`src/rtl/hex_word_rotator.sv`:
```
// Rotating word of 2-bit glyph codes shown on NUM_DIGITS active-low 7-segment displays.
// Rotates on a divided auto tick or on step rising edges; load overrides both.
module hex_word_rotator #(
   parameter int unsigned NUM_DIGITS = 4,
   parameter int unsigned TICK_DIV   = 50000000,
   parameter int unsigned POS_W      = 2
) (
   input  logic                      Clock,
   input  logic                      Resetn,
   input  logic                      load,
   input  logic [2*NUM_DIGITS-1:0]   word_in,
   input  logic                      run,
   input  logic                      dir,
   input  logic                      step,
   output logic [8*NUM_DIGITS-1:0]   HEX,
   output logic [POS_W-1:0]          pos,
   output logic                      tick
);

   localparam int unsigned WORD_W = 2 * NUM_DIGITS;
   localparam int unsigned CNT_W  = (TICK_DIV > 1) ? $clog2(TICK_DIV) : 1;

   // Display k powers up with code (NUM_DIGITS-1-k) mod 4, i.e. "dE0 " for four digits.
   function automatic logic [WORD_W-1:0] reset_word();
      logic [WORD_W-1:0] w;
      w = '0;
      for (int k = 0; k < int'(NUM_DIGITS); k++) begin
         w[2*k +: 2] = 2'((NUM_DIGITS - 1 - k) % 4);
      end
      return w;
   endfunction

   localparam logic [WORD_W-1:0] RESET_WORD = reset_word();
   localparam logic [CNT_W-1:0]  CNT_LAST   = CNT_W'(TICK_DIV - 1);
   localparam logic [POS_W-1:0]  POS_LAST   = POS_W'(NUM_DIGITS - 1);

   logic [WORD_W-1:0] word_q, word_d;
   logic [POS_W-1:0]  pos_q, pos_d;
   logic [CNT_W-1:0]  cnt_q, cnt_d;
   logic              tick_q;
   logic              step_q;
   logic              auto_ev;
   logic              step_ev;
   logic              rot_ev;

   assign auto_ev = run && (cnt_q == CNT_LAST);
   assign step_ev = step && !step_q;
   // A coincident auto and step event still rotates only once.
   assign rot_ev  = auto_ev || step_ev;

   always_comb begin
      cnt_d = cnt_q + CNT_W'(1);
      if (!run || load || auto_ev) begin
         cnt_d = '0;
      end
   end

   always_comb begin
      word_d = word_q;
      pos_d  = pos_q;
      if (load) begin
         word_d = word_in;
         pos_d  = '0;
      end else if (rot_ev) begin
         if (!dir) begin
            word_d = {word_q[WORD_W-3:0], word_q[WORD_W-1 -: 2]};
            pos_d  = (pos_q == POS_LAST) ? '0 : pos_q + POS_W'(1);
         end else begin
            word_d = {word_q[1:0], word_q[WORD_W-1:2]};
            pos_d  = (pos_q == '0) ? POS_LAST : pos_q - POS_W'(1);
         end
      end
   end

   always_ff @(posedge Clock or negedge Resetn) begin
      if (!Resetn) begin
         word_q <= RESET_WORD;
         pos_q  <= '0;
         cnt_q  <= '0;
         tick_q <= 1'b0;
         step_q <= 1'b0;
      end else begin
         word_q <= word_d;
         pos_q  <= pos_d;
         cnt_q  <= cnt_d;
         tick_q <= auto_ev;
         step_q <= step;
      end
   end

   // Segment order a..g,dp at bits 0..7, active low; dp always off.
   always_comb begin
      HEX = '1;
      for (int k = 0; k < int'(NUM_DIGITS); k++) begin
         case (word_q[2*k +: 2])
            2'b00:   HEX[8*k +: 8] = 8'hA1;
            2'b01:   HEX[8*k +: 8] = 8'h86;
            2'b10:   HEX[8*k +: 8] = 8'hC0;
            default: HEX[8*k +: 8] = 8'hFF;
         endcase
      end
   end

   assign pos  = pos_q;
   assign tick = tick_q;

endmodule

```
`config.mk`:
```
export PLATFORM = sky130hd
export DESIGN_NAME = hex_word_rotator
export DESIGN_NICKNAME = d
export VERILOG_FILES = /design/src/rtl/hex_word_rotator.sv
export SDC_FILE = /design/constraint.sdc
export NUM_CORES = 1
export LEC_CHECK = 0
export ABC_AREA = 1
export CAP_MARGIN = 40
export CORE_UTILIZATION = 48
export CTS_CLUSTER_DIAMETER = 100
export DETAILED_ROUTE_END_ITERATION = 7
export PLACE_DENSITY_LB_ADDON = 0.1
export SYNTH_ARGS = -nofsm -noshare
export SYNTH_HDL_FRONTEND = slang
export SYNTH_SLANG_ARGS = --single-unit
```
`constraint.sdc`:
```
create_clock -name Clock -period 1.3 [get_ports Clock]
set_input_delay 0.26 -clock Clock [delete_from_list [all_inputs] [get_ports Clock]]
set_output_delay 0.26 -clock Clock [all_outputs]
set_load 0.01 [all_outputs]
```
# After elaboration in Yosys (flattened, before gate mapping)
# Index checks and enable logic that the tools add are counted.
# totals
reg_bits,38
in_bits,14
out_inout_bits,35
# classes
reduce_logical,13
add_sub_neg,3
eq_ne,10
n_mux,13
# op_table
cell,n
case mux 7 bit (3 select lines),4
"adder 26 x 1 -> 26 bit, second input constant",1
"== test 26 bit, second input constant",1
2-to-1 mux 26 bit,1
2-to-1 mux 8 bit,3
"== test 2 bit, second input constant",5
zero test 2 bit,5
2-to-1 mux 2 bit,5
"== test 2 x 1 -> 1 bit, second input constant",4
logical OR 1 bit,3
"adder 2 x 1 -> 2 bit, second input constant",1
logical AND 1 bit,2
zero test 1 bit,2
nonzero test 2 bit,1
"subtractor 2 x 1 -> 2 bit, second input constant",1

# Logic depth before layout (Yosys ltp)
# depth
depth_word,5
depth_mapped,9

# Worst setup path before layout
# OpenSTA, ideal clock, no wires.
# synth_timing
kind,register -> output
start,register word_q[3]
end,output HEX[10]
setup_slack_ps,-160
n_path_buf,1
arrival_ps,1200
t_required_ps,1040
stages_incl_launch_ff,5
cell_sequence,dfstp_2 inv_1 ha_1 or2_2 buf_4
# synth_between
elab_chain_len,2
word_cells_on_any_way,4
classes_between,eq/ne (2); mux (1); reduce/logical (1)
# synth_rtl
item,line_no,source
from (decl),37,"logic [WORD_W-1:0] word_q, word_d;"
from (signal assigned),83,word_q <= word_d;
== test 2 bit (tied with other cells),95,case (word_q[2*k +: 2])
case mux 7 bit (3 select lines) (*),95,
to (decl),15,"output logic [8*NUM_DIGITS-1:0] HEX,"
# Mark *: on every way between the ends. The rest lies on a longest branch, timed or not.

# Final worst setup path
# layout_timing
start,register word_q[0]
end,output HEX[6]
# The elaborated chain is that of the path after synthesis.

==> impl_metrics.tcl <==
set metrics [dict create \
    yosysWarnings 0 \
    cp_data_required_time_ns 1.04 \
    drv_slew 0 \
    groute.usage.overall_pct 28.9 \
    avgSynthCellArea_sq_um 7.30 \
    yosys-top-cells-count "nand2_1, nor2_1, inv_1" \
    netlist_area_sq_um 2620 \
    drt_iter0_markers 127 \
    status "finished, violations left" \
    finalHoldViolations 0 \
    synth_top_area_cell "dfrtp_1" \
    violations "setup timing" \
    grt_pass1_vias 2733 \
    fin_ws_ns -0.409 \
    routed_wl_mm 8.09 \
    start_util_pct 50.7 \
    grt_setup_unrepaired "true" \
    vias_per_cell 5.14 \
    cp_max_fo 4 \
    portBuffers 44 \
    yosysMostFrequentCell "nand2_1" \
    crit_arrival_ns 1.45 \
    clockRootBuffer "clkbuf_8" \
    insertion_delay_ns 0.30 \
    p_leak_nw 1.92 \
    min-delay-path-class "input pin to async pin" \
    gr-total-overflow 0 \
    regArea_sq_um 961 \
    finalNonFillerCells 550 \
    coreArea_sq_um 5170 \
    syn_to_final_growth_pct 62.8 \
    cts.clk_slew.worst_paths_ns 0.08 \
    irDropWorstVdd_v 0.000518 \
    fin_crit_sh_pct 131 \
    multi_input_area_sq_um 1770 \
    r2r_cells 9 \
    synth-edff-count 0 \
    async_flop_share_pct 100 \
    ys_types 27 \
    dp.cells 527 \
    die_height_um 75.9 \
    antennaDiodeCount 0 \
    final_nets 506 \
    cts_sinks 38 \
    grt_pass1_wl_mm 12.2 \
    drive_above_1_share_pct 43.1 \
    synth_area_leaders "dfrtp_1, nand2_1, nor2_1" \
    worst_setup_path_start_kind "flop" \
    synth-seq-area-share_pct 36.5 \
    grt_max_degree 25 \
    netlist_instances 359 \
    ys.flop_type "dfrtp_1" \
    slew-limit-headroom_pct 60.9 \
    nFillCells 304 \
    die-area_sq_um 5760 \
    worst_setup_path_end_kind "primary output" \
    fin_util_pct 82.5 \
    cts_tree "built" \
    final_antenna_net_count 0 \
    h-tree-depth 2 \
    synth_seq_cells 38 \
    crit_type "flop to primary output" \
    fin_crit_ns 1.71 \
    ioPinCount 49 \
    worstMarginPinSlew_ns 0.586 \
    wire_per_inst_um 14.7 \
    setup_violations 65 \
    synth_top_cell_area_share_pct 32.5 \
    dp_hpwl_mm 5.19 \
    cts_buffers 5 \
    std_cell_rows 26 \
    vias 2828 \
    ctsLongestPathBuffers 2 \
    gp_congestion 0.923 \
    drt_drc_violations_left 0 \
    p_per_area_nw_per_um2 887 \
    total_power_mw 3.78 \
    antenna_found_initial 0 \
    die_x_um 75.9 \
    maxCapViolCount 0 \
    finalClockSkew_ns 0.00786 \
    drtPass1Iterations 4 \
    fmax_ghz 0.585 \
]
## per-layer routing
| layer | track usage, % | share of wire [%] |
|---|---|---|
| met1 | 30.0 | 38 |
| met5 | 0 | 0 |
| met4 | 15.2 | 4.0 |
| met2 | 55.0 | 54 |
| met3 | 4.89 | 4.8 |
## state kept, by name, indices dropped and copies added (netlist names)
signal  count
pos         2
cnt_q      26
step_q      1
tick        1
word_q      8
## through the flow
| step | TNS (ns) | setup WS, ns | hold slack, ns | instance area (sq um) |
|---|---|---|---|---|
| 6_report | -13.84 | -0.409 | 0.438 | 4270 |
| 5_1_grt | -17.79 | -0.438 | 0.443 | 4270 |
| 4_1_cts | -11.52 | -0.378 | 0.429 | 4110 |
| 3_5_place_dp | -20.89 | -0.425 | 0.204 | 3620 |
| 3_3_place_gp | -19.12 | -0.404 | 0.201 | 3620 |
| 2_1_floorplan | -3.04 | -0.106 | -0.0356 | 2710 |
## logic make-up after synthesis
group,after synthesis,share of synthesized area (%)
AOI/OAI and AO/OA,17,3.34
xor gates and xnor gates,18,6.02
adders and majority gates,13,6.21
buffers and inverters,61,12.4
DFF,38,36.5
other,1,0.143
and+or+nand+nor,211,35.4
## power by group
group / switching [mW] / leakage, nW / internal, mW
logic: 0.540 / 1.35 / 0.712
clock network: 0.449 / 0.0683 / 0.769
registers: 0.0688 / 0.500 / 1.25
total: 1.06 / 1.92 / 2.73
## critical path: stages (launching register included)
cell and delay (ns):
dfstp_2 0.60, inv_2 0.07, ha_4 0.15, or2_4 0.22
buf_6 0.12
## path summary, 6_finish.rpt
path	from	end	slack (ns)
min in group Clock	step	step_q	0.44
worst min register to register	cnt_q[0]	cnt_q[0]	0.54
worst min-delay path	Resetn	word_q[2]	0.44
worst max-delay path	word_q[0]	HEX[6]	-0.41
worst max register to register	cnt_q[18]	word_q[5]	-0.23
max in group asynchronous	Resetn	cnt_q[6]	0.39
## placed cells by master (no fill, tap or decap), types with 2 or more instances in the layout
cell type and n:
nand4_1 15, nand2_1 94, bufinv_16 2, or2_4 8, xnor2_2 2, buf_12 2
nand3_1 14, inv_1 28, dlygate4sd2_1 3, dfstp_2 4, ha_2 3, o21ai_0 16
nor2_1 38, dfrtp_1 30, nand2_2 7, ha_4 10, clkdlybuf4s15_2 2, buf_4 74
xor2_1 12, nor2_2 15, clkdlybuf4s50_1 12, buf_2 2, nand3_4 7, nor2_4 12
dfrtp_2 4, clkbuf_8 5, buf_6 35, xnor2_1 4, conb_1 4, inv_2 8
## repair_timing
item                                    CTS  global route
hold endpoints to repair                 10             0
endpoints found under the setup margin   68            65
hold buffers                              1             0
buffers inserted                          7             6
pin swaps                                29            25
gates cloned                              4             0
resized for setup                       176            46
## cell type report
class	instances	area share [%]
timing repair buffer	131	27.6
inverter	36	3.17
clock inverter	3	1.61
tap	70	2.05
multi-input combinational	267	41.4
sequential	38	22.5
clock buffer	5	1.61
No activity file was read; power rests on OpenSTA's default activity.
